File: config.mk
export PLATFORM = sky130hd
export DESIGN_NAME = rd_adder_pipe
export DESIGN_NICKNAME = d
export VERILOG_FILES = /design/src/rtl/rd_adder_pipe.sv
export SDC_FILE = /design/constraint.sdc
export NUM_CORES = 1
export LEC_CHECK = 0
export ABC_CLOCK_PERIOD_IN_PS = 44600
export BUFFER_PORTS_ARGS = -buffer_cell sky130_fd_sc_hd__buf_2
export CAP_MARGIN = 10
export CORE_MARGIN = 1
export CORE_UTILIZATION = 50
export CTS_CLUSTER_DIAMETER = 30
export DETAILED_ROUTE_END_ITERATION = 10
export GPL_ROUTABILITY_DRIVEN = 0
export GPL_TIMING_DRIVEN = 0
export PLACE_DENSITY = 0.66
export SLEW_MARGIN = 20
export SYNTH_ARGS = -nofsm -noshare
export SYNTH_HDL_FRONTEND = slang
export SYNTH_SLANG_ARGS = --single-unit
File: constraint.sdc
create_clock -name clk -period 44.6 [get_ports clk]
set_input_delay 13.38 -clock clk [delete_from_list [all_inputs] [get_ports clk]]
set_output_delay 13.38 -clock clk [all_outputs]
set_load 0.05 [all_outputs]
File: src/rtl/rd_adder_pipe.sv
// rd_adder_pipe: fully pipelined Kogge-Stone (recursive-doubling) adder/subtractor.
// Each position 0..WIDTH carries a 2-bit carry status (K=00, P=10, G=11; 01 reads
// as P). The status vector is registered at the input, then one registered stage
// per doubling distance (1, 2, 4, ...) resolves every P. A final registered stage
// forms sum, carry-out and signed overflow. A tag rides alongside each operation.
//
// Handshake: a transfer happens on a rising edge where valid & ready are both high.
// The whole pipe moves as one (advance = !out_valid | out_ready, in_ready = advance);
// when it stalls every stage holds. Each stage has its own valid bit, so bubbles
// travel through as empty slots and the output stays stable while it waits.
module rd_adder_pipe #(
    parameter int WIDTH = 16,
    parameter int TAG_W = 4
) (
    input  logic             clk,
    input  logic             rst,
    input  logic             in_valid,
    output logic             in_ready,
    input  logic [WIDTH-1:0] in_a,
    input  logic [WIDTH-1:0] in_b,
    input  logic             in_cin,
    input  logic             in_sub,
    input  logic [TAG_W-1:0] in_tag,
    output logic             out_valid,
    input  logic             out_ready,
    output logic [WIDTH-1:0] out_sum,
    output logic             out_cout,
    output logic             out_ovf,
    output logic [TAG_W-1:0] out_tag
);

    // Number of doubling steps needed to span all WIDTH+1 positions.
    localparam int S = $clog2(WIDTH + 1);

    localparam logic [1:0] ST_K = 2'b00;
    localparam logic [1:0] ST_P = 2'b10;
    localparam logic [1:0] ST_G = 2'b11;

    typedef logic [WIDTH:0][1:0] stat_t;

    // A position that propagates takes its status from the lower span; otherwise
    // it already knows its own carry.
    function automatic logic [1:0] combine(input logic [1:0] prev, input logic [1:0] cur);
        return (cur[1] ^ cur[0]) ? prev : cur;
    endfunction

    logic             advance;
    logic [WIDTH-1:0] b_eff;
    logic             c0;
    stat_t            st_in;

    stat_t            st_q  [0:S];
    logic [WIDTH-1:0] h_q   [0:S];
    logic [TAG_W-1:0] tag_q [0:S];
    logic [S:0]       vld_q;
    stat_t            st_nxt [0:S-1];

    logic [WIDTH:0]   carry;
    logic [WIDTH-1:0] sum_nxt;

    assign advance  = !out_valid || out_ready;
    assign in_ready = advance;

    // Operand prep and initial per-position carry status.
    always_comb begin
        b_eff    = in_sub ? ~in_b : in_b;
        c0       = in_sub ? 1'b1 : in_cin;
        st_in    = '0;
        st_in[0] = c0 ? ST_G : ST_K;
        for (int i = 0; i < WIDTH; i++) begin
            if (in_a[i] && b_eff[i])
                st_in[i+1] = ST_G;
            else if (in_a[i] ^ b_eff[i])
                st_in[i+1] = ST_P;
            else
                st_in[i+1] = ST_K;
        end
    end

    // Doubling step k combines each position with the one 2^k below it.
    always_comb begin
        for (int k = 0; k < S; k++) begin
            st_nxt[k] = st_q[k];
            for (int j = 0; j <= WIDTH; j++) begin
                if (j >= (1 << k))
                    st_nxt[k][j] = combine(st_q[k][j - (1 << k)], st_q[k][j]);
            end
        end
    end

    // After the last step no P remains: a position's carry is set iff it is G.
    always_comb begin
        carry = '0;
        for (int j = 0; j <= WIDTH; j++)
            carry[j] = (st_q[S][j] == ST_G);
        sum_nxt = h_q[S] ^ carry[WIDTH-1:0];
    end

    // Pipeline registers: input stage, S doubling stages, and the output stage.
    always_ff @(posedge clk) begin
        if (rst) begin
            vld_q     <= '0;
            out_valid <= 1'b0;
            out_sum   <= '0;
            out_cout  <= 1'b0;
            out_ovf   <= 1'b0;
            out_tag   <= '0;
        end else if (advance) begin
            vld_q[0] <= in_valid;
            st_q[0]  <= st_in;
            h_q[0]   <= in_a ^ b_eff;
            tag_q[0] <= in_tag;
            for (int k = 0; k < S; k++) begin
                vld_q[k+1] <= vld_q[k];
                st_q[k+1]  <= st_nxt[k];
                h_q[k+1]   <= h_q[k];
                tag_q[k+1] <= tag_q[k];
            end
            out_valid <= vld_q[S];
            if (vld_q[S]) begin
                out_sum  <= sum_nxt;
                out_cout <= carry[WIDTH];
                out_ovf  <= carry[WIDTH] ^ carry[WIDTH-1];
                out_tag  <= tag_q[S];
            end
        end
    end

endmodule

==> reports/summary.log <==
[power] Design Power 0.834 mW
[setup_path] Worst Setup Path Type in -> out
[sta] final critical-path share of the clock period 62.0%
[clock_network] clock-pin transition on the worst setup and hold timing paths 0.05 ns
[drt] Vias 5436
[global_route] Total Routing Usage GR 13.6%
[cells_and_area] share of final-layout standard cells stronger than drive strength 1 25.0%
[drt] Vias/cell 4.86
[clock_network] deepest clock path buffer count 3
[drt] total detailed-routing wirelength 16800 microns
[drt] average wire per standard cell 15.0 microns
[setup_path] slowest stage delay, CP 0.21 ns
[clock_network] Clk Latency, worst-skew pair 0.54 ns
[floorplanning] Die X-Extent 159 microns
[placement] DP Wirelength 11100 microns
[setup_path] launching element type of the critical path input port
[placement] DP Area 13300 sq um
[cells_and_area] filler-free cell count of the finished design 1119
[floorplanning] placeable core area 24200 sq um
[sta] final hold viol count 0
[setup_path] cell chain of the critical path buf_2, nor2b_4, inv_2, buf_2, buf_6, buf_2
[setup_path] reg-to-reg slack, setup 42.21 ns
[power] power density over cell area 55.1 nW/um^2
[sta] Worst Clk Skew 0.0177 ns
[sta] final period demand of the worst path 27.67 ns
[sta] post-route setup TNS 0 ns
[global_route] number of antenna violations at the first check in global routing 0
[floorplanning] number of rows in the core area 57
[setup_path] Critical R2R Capture h_q[1][9]$_DFFE_PP_
[clock_network] clock tree from TritonCTS built
[synth] register area share after synthesis 82.1%
[synth] number of cells produced by synthesis 622
[sta] Fmax 36.1 MHz
[floorplanning] initial cell density of the core 50.9%
[drt] number of iterations in the first detailed-routing pass 4
[worst_hold_path] Hold Crit Endpoint tag_q[1][3]$_DFFE_PP_
[global_route] first-pass GRT wire length 27300 microns
[synth] summed instance area of the synthesized netlist 12300 sq um
[floorplanning] total die area 25300 sq um
[sta] number of max-slew violations in the final report 0
[setup_path] Register-to-Register Path Depth 9
[setup_path] largest fanout of any net on the critical path 10
[global_route] number of global-route vias before repair 5596
[power] leakage power 5.28 nW
[drt] DRC viols 0
[setup_path] cell with the largest stage delay on the worst path sky130_fd_sc_hd__buf_2
[placement] buffers added on ports 63
[floorplanning] y dimension of the die 159 microns
[sta] Relative slew margins 69.3%
[cells_and_area] most used cells in the layout excluding fill and tap cells 318 x sky130_fd_sc_hd__edfxtp_1, 108 x sky130_fd_sc_hd__maj3_1, 70 x sky130_fd_sc_hd__buf_2
[clock_network] post_cts resized 0
[setup_path] worst path arrival time 14.29 ns
[job] number of max-cap violations 0
[power] Peak supply drop 35.1 uV
[synth] #FFs+latches synth 347
[synth] number of distinct library cell variants in the gate-level netlist after synthesis 21
[worst_hold_path] hold path depth 0
[drt] DRC violation total after the first TritonRoute iteration 393
[run_status] outcome complete, no violations
[cells_and_area] antenna cell count 0
[clock_network] number of post-CTS setup repair buffers 0
[sta] setup-violating endpoint count in the final report 0
[sta] transition time at the pin with the least slew margin 0.460 ns
[clock_network] TritonCTS sink count 347
[cells_and_area] number of fillers in the final layout 1713
[synth] Synth Net Count 680
[setup_path] Critical Path RT 31.22 ns
[drt] Final ANT Viol Nets 0
[clock_network] Clock Tree Root sky130_fd_sc_hd__clkbuf_16
[clock_network] number of H-tree levels 2
[setup_path] most repeated library cell on the critical path sky130_fd_sc_hd__buf_2
[global_route] pin count of the biggest net entering global routing 32
[placement] placed insts 1021
[clock_network] # hold bufs at CTS 0
[setup_path] category of the worst setup path capture point output pin
[worst_hold_path] type of the tightest min-delay check reg -> reg
[synth] Warnings, synthesis 0
[cells_and_area] area overhead of the layout relative to synthesis 22.7%
[cells_and_area] Post-layout nets 811
[sta] setup repair after global routing missed its margin no
[cells_and_area] end-of-flow core utilization 62.4%
[setup_path] worst r2r src out_valid$_SDFFE_PP0P_
[global_route] overflow left after global routing 0
[synth] average size of a mapped cell 19.8 sq um
[floorplanning] io pins 66
[cells_and_area] most common cell after layout, fill and taps aside sky130_fd_sc_hd__edfxtp_1
[cells_and_area] design area 15100 sq um
[clock_network] number of CTS-inserted buffers 54
[worst_hold_path] Worst Hold Launch tag_q[0][3]$_DFFE_PP_
[area by class of cell]
cell class | count | area, sq um | share of cell area [%]
clock buffers | 56 | 1360 | 8.97
well taps | 324 | 405 | 2.68
repair buffers | 75 | 586 | 3.87
flip-flops and latches | 347 | 10100 | 66.9
plain buffers | 12 | 65.1 | 0.430
inverters | 2 | 7.51 | 0.0496
clock inverters | 42 | 447 | 2.95
multi-input cells | 261 | 2140 | 14.1
[registers in the layout, indices dropped and copies added (netlist names)]
signal,count
st_q,198
h_q,96
tag_q,24
out_sum,16
vld_q,6
out_tag,4
out_cout,1
out_ovf,1
out_valid,1
[Yosys cell counts]
library cell               instances  area share, %
sky130_fd_sc_hd__nor2_4            1          0.091
sky130_fd_sc_hd__ha_1             16            1.6
sky130_fd_sc_hd__nor2b_4           1           0.11
sky130_fd_sc_hd__nand3_1           4           0.16
sky130_fd_sc_hd__xnor2_1           2           0.14
sky130_fd_sc_hd__buf_2             7           0.28
sky130_fd_sc_hd__buf_4             1          0.061
sky130_fd_sc_hd__maj3_1          108            8.8
sky130_fd_sc_hd__nand2_1          28           0.85
sky130_fd_sc_hd__dfxtp_1          29            4.7
sky130_fd_sc_hd__inv_2             2          0.061
sky130_fd_sc_hd__a211oi_1         17            1.0
sky130_fd_sc_hd__clkbuf_1          3          0.091
sky130_fd_sc_hd__edfxtp_1        318             77
sky130_fd_sc_hd__buf_6             1          0.091
sky130_fd_sc_hd__xor2_1           31            2.2
sky130_fd_sc_hd__or3_1             1          0.051
sky130_fd_sc_hd__nor2_1            1          0.030
sky130_fd_sc_hd__o21ai_0           5           0.20
sky130_fd_sc_hd__a21oi_1          29            1.2
sky130_fd_sc_hd__or2_2            17           0.86
[routing by layer]
| metal | part of all wire, % | vias to the layer above | global-route usage (%) |
|---|---|---|---|
| li1 | - | 2692 | - |
| met1 | 42 | 2584 | 16.2 |
| met2 | 51 | 131 | 23.5 |
| met3 | 4.8 | 29 | 3.62 |
| met4 | 2.2 | 0 | 5.55 |
| met5 | 0 | - | 0 |
[worst max-delay path: cells and delay by family]
kind / cells / cell delay [ns]
buf+inv: 5 / 0.71
simple gates: 1 / 0.19
[stage by stage]
stage,setup WS [ns],hold slack [ns]
final,16.93,0.412
after global placement,13.09,0.401
after detailed placement,16.94,0.405
after CTS,16.93,0.414
after global routing,16.89,0.420
after floorplan,16.82,0.400
[worst max-delay path by stage]
stage	start	to	slack (ns)	depth (start not counted)
floorplan	rst	h_q[0][0]$_DFFE_PP_	16.82	2
global placement	out_ready	h_q[0][3]$_DFFE_PP_	13.09	4
detailed placement	out_ready	in_ready	16.94	6
CTS	out_ready	in_ready	16.93	6
global route	out_ready	in_ready	16.89	6
finish	out_ready	in_ready	16.93	6
[where the power goes]
group,total [mW],switching (mW),internal [mW]
combinational,0.0322,0.0155,0.0166
clock,0.402,0.143,0.259
sequential,0.400,0.0123,0.387
total,0.834,0.171,0.663
[logic make-up after synthesis]
kind of cell / share of synthesized area (%)
AO/OA/AOI/OAI: 2.41
AND/OR/NAND/NOR: 2.16
adder cells (fa/ha/maj): 10.4
buffers and inverters: 0.588
XOR/XNOR: 2.34
flip-flops: 82.1
(Power assumes the default switching activity.)
